--- config.mk ---
export PLATFORM = sky130hd
export DESIGN_NAME = apb_master_bridge_flat
export DESIGN_NICKNAME = d
export VERILOG_FILES = /design/src/rtl/apb_master_bridge_if.sv /design/src/rtl/apb_master_bridge.sv /design/src/flat_wrapper.sv
export SDC_FILE = /design/constraint.sdc
export NUM_CORES = 1
export LEC_CHECK = 0
export ABC_CLOCK_PERIOD_IN_PS = 2000
export CAP_MARGIN = 20
export CORE_MARGIN = 2
export CORE_UTILIZATION = 39
export CTS_CLUSTER_DIAMETER = 50
export DETAILED_ROUTE_END_ITERATION = 12
export MAX_ROUTING_LAYER = met4
export PLACE_DENSITY = 0.89
export SYNTH_ARGS = -nofsm -noshare
export SYNTH_HDL_FRONTEND = slang
export SYNTH_SLANG_ARGS = --single-unit
--- constraint.sdc ---
create_clock -name PCLK -period 2 [get_ports PCLK]
set_input_delay 0.4 -clock PCLK [delete_from_list [all_inputs] [get_ports PCLK]]
set_output_delay 0.4 -clock PCLK [all_outputs]
set_load 0.02 [all_outputs]
--- src/rtl/apb_master_bridge_if.sv ---
// Bundle for the APB master bridge: command/response handshakes and the APB bus.
// master = the bridge itself, slave = the command source, response sink and APB completer.
interface apb_master_bridge_if;
    logic        cmd_valid;
    logic        cmd_ready;
    logic        cmd_write;
    logic [17:0] cmd_addr;
    logic [31:0] cmd_wdata;
    logic        rsp_valid;
    logic        rsp_ready;
    logic [31:0] rsp_rdata;
    logic        rsp_err;
    logic        PSEL;
    logic [17:0] PADDR;
    logic        PENABLE;
    logic        PWRITE;
    logic [31:0] PWDATA;
    logic [31:0] PRDATA;
    logic        PREADY;

    modport master (
        input  cmd_valid,
        input  cmd_write,
        input  cmd_addr,
        input  cmd_wdata,
        input  rsp_ready,
        input  PRDATA,
        input  PREADY,
        output cmd_ready,
        output rsp_valid,
        output rsp_rdata,
        output rsp_err,
        output PSEL,
        output PADDR,
        output PENABLE,
        output PWRITE,
        output PWDATA
    );

    modport slave (
        output cmd_valid,
        output cmd_write,
        output cmd_addr,
        output cmd_wdata,
        output rsp_ready,
        output PRDATA,
        output PREADY,
        input  cmd_ready,
        input  rsp_valid,
        input  rsp_rdata,
        input  rsp_err,
        input  PSEL,
        input  PADDR,
        input  PENABLE,
        input  PWRITE,
        input  PWDATA
    );
endinterface

--- src/rtl/apb_master_bridge.sv ---
// Single-outstanding command/response to APB master bridge (IDLE/SETUP/ACCESS/RESP).
// Optional ACCESS wait timeout enabled by defining APB_MASTER_BRIDGE_TIMEOUT_EN.
module apb_master_bridge #(
    parameter int unsigned TIMEOUT = 255
) (
    input logic               PCLK,
    input logic               PRESET,
    apb_master_bridge_if.master bus
);

    localparam logic [1:0] S_IDLE   = 2'd0;
    localparam logic [1:0] S_SETUP  = 2'd1;
    localparam logic [1:0] S_ACCESS = 2'd2;
    localparam logic [1:0] S_RESP   = 2'd3;

    localparam logic [31:0] TMO_DATA = 32'hDEAD_BEEF;

    if ((TIMEOUT < 1) || (TIMEOUT > 65535)) begin : g_bad_timeout
        $error("apb_master_bridge: TIMEOUT must be within 1..65535");
    end

    logic [1:0]  r_state;
    logic [1:0]  w_state_nxt;
    logic [17:0] r_paddr;
    logic        r_pwrite;
    logic [31:0] r_pwdata;
    logic [31:0] r_rdata;
    logic        w_accept;
    logic        w_done;
    logic        w_abort;

    assign w_accept = (r_state == S_IDLE) && bus.cmd_valid;
    assign w_done   = (r_state == S_ACCESS) && bus.PREADY;

`ifdef APB_MASTER_BRIDGE_TIMEOUT_EN
    localparam logic [15:0] TMO_CNT = 16'(TIMEOUT);

    logic [15:0] r_cnt;
    logic        r_err;
    logic        w_hit;

    assign w_hit   = (r_cnt + 16'd1) == TMO_CNT;
    assign w_abort = (r_state == S_ACCESS) && !bus.PREADY && w_hit;

    // Wait counter: cleared while entering ACCESS, counts stalled ACCESS cycles
    always_ff @(posedge PCLK) begin
        if (PRESET) begin
            r_cnt <= 16'd0;
        end else if (r_state == S_SETUP) begin
            r_cnt <= 16'd0;
        end else if ((r_state == S_ACCESS) && !bus.PREADY) begin
            r_cnt <= r_cnt + 16'd1;
        end
    end

    // Error flag: set only by a timed-out transfer, cleared by a normal one
    always_ff @(posedge PCLK) begin
        if (PRESET) begin
            r_err <= 1'b0;
        end else if (w_done) begin
            r_err <= 1'b0;
        end else if (w_abort) begin
            r_err <= 1'b1;
        end
    end

    assign bus.rsp_err = r_err;
`else
    assign w_abort     = 1'b0;
    assign bus.rsp_err = 1'b0;
`endif

    // Next-state selection for the single outstanding transfer
    always_comb begin
        w_state_nxt = r_state;
        unique case (r_state)
            S_IDLE: begin
                if (bus.cmd_valid) begin
                    w_state_nxt = S_SETUP;
                end
            end
            S_SETUP: begin
                w_state_nxt = S_ACCESS;
            end
            S_ACCESS: begin
                if (bus.PREADY || w_abort) begin
                    w_state_nxt = S_RESP;
                end
            end
            S_RESP: begin
                if (bus.rsp_ready) begin
                    w_state_nxt = S_IDLE;
                end
            end
            default: begin
                w_state_nxt = S_IDLE;
            end
        endcase
    end

    // State register; reset abandons any transfer in flight
    always_ff @(posedge PCLK) begin
        if (PRESET) begin
            r_state <= S_IDLE;
        end else begin
            r_state <= w_state_nxt;
        end
    end

    // Command capture: only an accepted command touches the APB request fields
    always_ff @(posedge PCLK) begin
        if (PRESET) begin
            r_paddr  <= 18'd0;
            r_pwrite <= 1'b0;
            r_pwdata <= 32'd0;
        end else if (w_accept) begin
            r_paddr  <= bus.cmd_addr;
            r_pwrite <= bus.cmd_write;
            r_pwdata <= bus.cmd_write ? bus.cmd_wdata : 32'd0;
        end
    end

    // Response data: PRDATA sampled only on the completing ACCESS edge
    always_ff @(posedge PCLK) begin
        if (PRESET) begin
            r_rdata <= 32'd0;
        end else if (w_done) begin
            r_rdata <= r_pwrite ? 32'd0 : bus.PRDATA;
        end else if (w_abort) begin
            r_rdata <= TMO_DATA;
        end
    end

    assign bus.cmd_ready = (r_state == S_IDLE);
    assign bus.PSEL      = (r_state == S_SETUP) || (r_state == S_ACCESS);
    assign bus.PENABLE   = (r_state == S_ACCESS);
    assign bus.rsp_valid = (r_state == S_RESP);
    assign bus.PADDR     = r_paddr;
    assign bus.PWRITE    = r_pwrite;
    assign bus.PWDATA    = r_pwdata;
    assign bus.rsp_rdata = r_rdata;

endmodule
--- src/flat_wrapper.sv ---
// flat-port wrapper written by rule: the top's interface ports become plain ports
module apb_master_bridge_flat 
#(
    parameter int unsigned TIMEOUT = 255
)
  (PCLK, PRESET, bus_cmd_valid, bus_cmd_write, bus_cmd_addr, bus_cmd_wdata, bus_rsp_ready, bus_PRDATA, bus_PREADY, bus_cmd_ready, bus_rsp_valid, bus_rsp_rdata, bus_rsp_err, bus_PSEL, bus_PADDR, bus_PENABLE, bus_PWRITE, bus_PWDATA);
  apb_master_bridge_if bus_i ();
  input logic PCLK;
  input logic PRESET;
  input wire logic [$bits(bus_i.cmd_valid)-1:0] bus_cmd_valid;
  input wire logic [$bits(bus_i.cmd_write)-1:0] bus_cmd_write;
  input wire logic [$bits(bus_i.cmd_addr)-1:0] bus_cmd_addr;
  input wire logic [$bits(bus_i.cmd_wdata)-1:0] bus_cmd_wdata;
  input wire logic [$bits(bus_i.rsp_ready)-1:0] bus_rsp_ready;
  input wire logic [$bits(bus_i.PRDATA)-1:0] bus_PRDATA;
  input wire logic [$bits(bus_i.PREADY)-1:0] bus_PREADY;
  output wire logic [$bits(bus_i.cmd_ready)-1:0] bus_cmd_ready;
  output wire logic [$bits(bus_i.rsp_valid)-1:0] bus_rsp_valid;
  output wire logic [$bits(bus_i.rsp_rdata)-1:0] bus_rsp_rdata;
  output wire logic [$bits(bus_i.rsp_err)-1:0] bus_rsp_err;
  output wire logic [$bits(bus_i.PSEL)-1:0] bus_PSEL;
  output wire logic [$bits(bus_i.PADDR)-1:0] bus_PADDR;
  output wire logic [$bits(bus_i.PENABLE)-1:0] bus_PENABLE;
  output wire logic [$bits(bus_i.PWRITE)-1:0] bus_PWRITE;
  output wire logic [$bits(bus_i.PWDATA)-1:0] bus_PWDATA;
  assign bus_i.cmd_valid = bus_cmd_valid;
  assign bus_i.cmd_write = bus_cmd_write;
  assign bus_i.cmd_addr = bus_cmd_addr;
  assign bus_i.cmd_wdata = bus_cmd_wdata;
  assign bus_i.rsp_ready = bus_rsp_ready;
  assign bus_i.PRDATA = bus_PRDATA;
  assign bus_i.PREADY = bus_PREADY;
  assign bus_cmd_ready = bus_i.cmd_ready;
  assign bus_rsp_valid = bus_i.rsp_valid;
  assign bus_rsp_rdata = bus_i.rsp_rdata;
  assign bus_rsp_err = bus_i.rsp_err;
  assign bus_PSEL = bus_i.PSEL;
  assign bus_PADDR = bus_i.PADDR;
  assign bus_PENABLE = bus_i.PENABLE;
  assign bus_PWRITE = bus_i.PWRITE;
  assign bus_PWDATA = bus_i.PWDATA;
  apb_master_bridge #(.TIMEOUT(TIMEOUT)) u_core (.PCLK(PCLK), .PRESET(PRESET), .bus(bus_i));
endmodule
Yosys cells after proc, flatten, opt, wreduce, memory -nomap -nowiden

Index checks and enable logic that the tools add are counted.

Mux-type cells: 6
Reductions and logical operators: 5
Equality and inequality tests: 6

Operators by type and width:

| kind                                                 | count |
|---|---|
| 2-to-1 mux 32 bit                                    | 2 |
| case mux 2 bit (4 select lines)                      | 1 |
| 2-to-1 mux 2 bit                                     | 3 |
| inequality test 2 bit (second input constant)        | 3 |
| equality test 2 bit (second input constant)          | 2 |
| AND reduction 3 bit                                  | 1 |
| equality test 2 x 1 -> 1 bit (second input constant) | 1 |
| logical AND 1 bit                                    | 2 |
| logical NOT 2 bit                                    | 1 |
| logical OR 1 bit                                     | 1 |

Output and inout bits: 88
Input bits: 88
Register bits: 85

Logic depth before layout (Yosys ltp)

Gate-level depths: netlist of the first run.

Depth after elaboration: 3
Mapped depth: 7

Worst setup path before layout of the first run

OpenSTA, ideal clock, no wires.

Path type: register -> register
Start point: register u_core.r_state[0]
End point: register u_core.r_state[0]
Arrival: 1.453 ns
Buffers on the path: 1
Setup time: 0.116 ns
Setup slack: 0.431 ns
Required time: 1.884 ns
Cell stages (with the launch flop): 6
Cells stage by stage: dfxtp_1 inv_1 ha_1 buf_6 or4_1 o211a_1

Word-level cells in the longest chain between the ends: 3
Elaborated cells on any way between the ends: 9
Those cells by class: 6 x eq/ne; 1 x mux; 2 x reduce/logical

Ends and longest elaborated chain:

| what                                   | line                     | RTL |
|---|---|---|
| start: declaration                     | apb_master_bridge.sv:22  | `logic [1:0] r_state;` |
| start signal: assignment               | apb_master_bridge.sv:106 | `r_state <= w_state_nxt;` |
| equality test 2 bit *                  | --                       |  |
| named net bus_PENABLE                  | flat_wrapper.sv:23       | `output wire logic [$bits(bus_i.PENABLE)-1:0] bus_PENABLE;` |
| inequality test 2 bit (no source line) | --                       |  |
| AND reduction 3 bit (no source line)   | --                       |  |

Mark *: on every way through the listed nets, which the timed path passes. The rest lies on a longest branch.
A chain may end at the register's enable or synchronous reset.

Worst setup path in the final report of the first run

Start point: register u_core.r_state[0]
End point: output bus_PSEL

Word-level cells in the longest chain between the ends: 2
Elaborated cells on any way between the ends: 3
Those cells by class: 2 x eq/ne; 1 x reduce/logical

Ends and longest elaborated chain:

| what                                                                       | line                     | RTL |
|---|---|---|
| equality test 2 x 1 -> 1 bit / equality test 2 bit (equally long branches) | apb_master_bridge.sv:135 | `assign bus.PSEL = (r_state == S_SETUP) \|\| (r_state == S_ACCESS);` |
| logical OR 1 bit *                                                         | apb_master_bridge.sv:135 |  |
| end: declaration                                                           | flat_wrapper.sv:21       | `output wire logic [$bits(bus_i.PSEL)-1:0] bus_PSEL;` |

Every way passes the cells marked *; elsewhere a longest branch is shown, timed or not.

==> reports/metrics.csv, run 1 <==
stage,metric,value,unit
outcome,status,"finished, final reports clean",
yosys,Synth Area in Simple Gates,26.79,%
die,Initial Util,39.99,%
global_routing,met2 Use GR,33.92,%
die,die area,9132,um^2
hold_path,hold_sp,PRESET,
global_routing,"Most Used Layer, Global Route",met2,
pwr,maximum vdd drop,419.5,uV
die,core region area,8175,um^2
clock_tree,CTS buffer count,9,
pwr,Total Power,0.004854,W
layout,"most common cell after layout, fill and taps aside",clkdlybuf4s50_1,
route,WL/cell,14.81,um
placed_design,final RePlAce weighted congestion,0.7741,
timing,crit share post-route,92.92,%
timing,Fin. Hold Viols,0,
clock_tree,CTS tree,yes,
layout,multi-input logic area,1369,um^2
clock_tree,CTS root buf,clkbuf_8,
layout,n_diodes,0,
timing,Max Transition Viols Final,0,
timing,Max Freq,538.1,MHz
setup_path,Critical Path Start,u_core.r_state[0]$_SDFFE_PP0P_,
layout,area added between synthesis and finish,60.51,%
pwr,Pwr per Cell Area,925.0,nW/um^2
setup_path,Reg2Reg Launch Point,u_core.r_state[0]$_SDFFE_PP0P_,
global_routing,grt total ovfl,0,
yosys,Synth Area in XOR/XNOR,0,%
layout,layout filler cell count,671,
layout,Layout Utilization,64.19,%
placed_design,placed cell areas,5065,um^2
global_routing,initial antenna violation count,0,
yosys,post-synthesis cell area,3269,um^2
route,number of detailed-route iterations in the first pass,4,
hold_path,HP Class,primary input to flop,
placed_design,DP HPWL,6.899,mm
clock_tree,H-tree lvl count,3,
global_routing,M3 GR Usage,5.771,%
setup_path,CP Capture Type,primary output,
clock_tree,clk_lat worst skew,0.35,ns
yosys,synthesized flop and latch total,85,
route,Vias,3381,
timing,WHS,0.3742,ns
die,Rows,33,
timing,setup violators final,0,
yosys,mux cell area share after synthesis,0.3062,%
route,Vias/cell,5.115,
yosys,mean post-synth cell area,8.319,um^2
clock_tree,Post-CTS Setup Bufs,0,
yosys,Post-Syn Instances,393,
global_routing,first-pass GRT wire length,14.70,mm
yosys,post-synthesis cell type count,19,
clock_tree,CTS Buffer Depth,2,
layout,share of layout cells above drive strength 1,5.576,%
setup_path,crit start category,flop,
setup_path,Critical Path RT,1.60,ns
global_routing,GR Layer Usage met1,24.74,%
global_routing,GRT Resource Usage Total,21.18,%
setup_path,crit path DAT,1.46,ns
timing,Final min period,1.858,ns
yosys,post-synth net total,485,
timing,RSZ-0062 raised after global routing,false,
layout,Storage cell area,1702,um^2
route,antenna-violating nets left,0,
die,Ports,176,
route,DR iter-0 viols,126,
layout,post-route cell area,5248,um^2
setup_path,crit path kind,flop to primary output,
global_routing,largest net degree at the start of global routing,52,
layout,nets@finish,643,
job,max cap viols,0,
pwr,leakage,1.834,nW
yosys,Synth Area in Adders,1.531,%
clock_tree,Worst-path clk slew,0.09,ns
route,WL final,9.788,mm
timing,clock skew,0.008286,ns
yosys,Yosys warnings,0,
timing,Setup TNS,0,ns
setup_path,crit-path max FO,3,
route,DRC Markers,0,
placed_design,IO buf count,174,
layout,most frequent cells in the layout,"clkdlybuf4s50_1, nand2_1, dfxtp_1",
yosys,sequential share of the synthesized area,52.05,%
yosys,main combinational cell family by area after synthesis,simple AND/OR/NAND/NOR gates,
die,Die H,95.56,um
yosys,compound-cell area share of the yosys netlist,13.01,%
global_routing,vias in the first global route,3111,
clock_tree,clk sink count,85,
clock_tree,# hold bufs at CTS,0,
die,DIE WIDTH,95.56,um
-- repair_timing --
item                                    CTS  global route
endpoints found under the setup margin    3             1
cloned                                    0             0
resized for setup                         3             1
-- per-layer routing --
layer	vias up	wire [um]
li1	1644	-
met1	1555	4023
met2	157	4712
met3	25	835
met4	0	216
met5	-	0
-- path summary, 6_finish.rpt --
| check | cells after the start | endpoint | slack, ns |
|---|---|---|---|
| hold / removal | 2 | u_core.bus.rsp_rdata[5]$_SDFFE_PP0P_ | 0.37 |
| hold reg to reg | 2 | u_core.bus.PWDATA[9]$_SDFFE_PP0P_ | 0.45 |
| setup / recovery | 3 | bus_PSEL | 0.14 |
| setup reg to reg | 5 | u_core.r_state[0]$_SDFFE_PP0P_ | 0.36 |
-- state kept, by name (all words and copies together) (netlist names) --
signal / count
u_core.bus.PADDR: 18
u_core.bus.PWDATA: 32
u_core.bus.rsp_rdata: 32
u_core.r_state: 2
u_core.bus.PWRITE: 1
-- Yosys cell counts, drive strengths merged --
cell type | n | area (um^2)
nand2 | 106 | 397.9
inv | 3 | 11.26
clkbuf | 13 | 48.80
conb | 1 | 3.750
dfxtp | 85 | 1702
buf | 26 | 142.6
nand3 | 32 | 160.2
nor3 | 1 | 5.000
o211a | 1 | 10.01
ha | 4 | 50.05
nor2b | 3 | 18.77
a21oi | 83 | 415.4
or4 | 1 | 7.510
nand4b | 32 | 280.3
mux2i | 1 | 10.01
and2 | 1 | 6.260
-- cell type report --
type                            instances  area share, %
Tap cell                              105          2.504
Sequential cell                        85          32.43
Timing Repair Buffer                  186          35.26
Clock buffer                           10          2.623
Inverter                                3         0.2146
Clock inverter                          6         0.8822
Multi-Input combinational cell        266          26.08
-- cells by family after synthesis --
kind of cell,after synthesis
buffers and inverters,42
adder cells (fa/ha/maj),4
AND/OR/NAND/NOR,176
AO/OA/AOI/OAI,84
multiplexers,1
flip-flops,85
other,1
-- power by group --
group	switching, W	internal [W]	leakage, nW
Sequential	0.000114	0.00190	0.691
Clock	0.000636	0.000494	0.0893
Combinational	0.000920	0.000786	1.05
-- through the flow --
stage                     setup WS (ns)  cells
after floorplan                  0.4307    393
after global placement           0.2967    645
after detailed placement         0.2352    645
after CTS                       0.06085    661
after global routing            0.06549    661
final                            0.1416    661
-- critical path, cell delays in order, from the launching register on --
cell	delay (ns)
dfxtp_1	0.38
inv_1	0.10
ha_1	0.31
dlygate4sd2_1	0.32
Note: power is estimated with default switching activity, not from simulation.
==> run 2: changes to the inputs <==
SKIP_LAST_GASP = 1   (was default)
==> results of run 2 <==
Same layout as run 1: the final DEF is identical, and so are final timing and power.
==> run 3: changes to the inputs <==
ABC_CLOCK_PERIOD_IN_PS = default   (was 2000)
==> results of run 3 <==
Same layout as run 1: the final DEF is identical, and so are final timing and power.
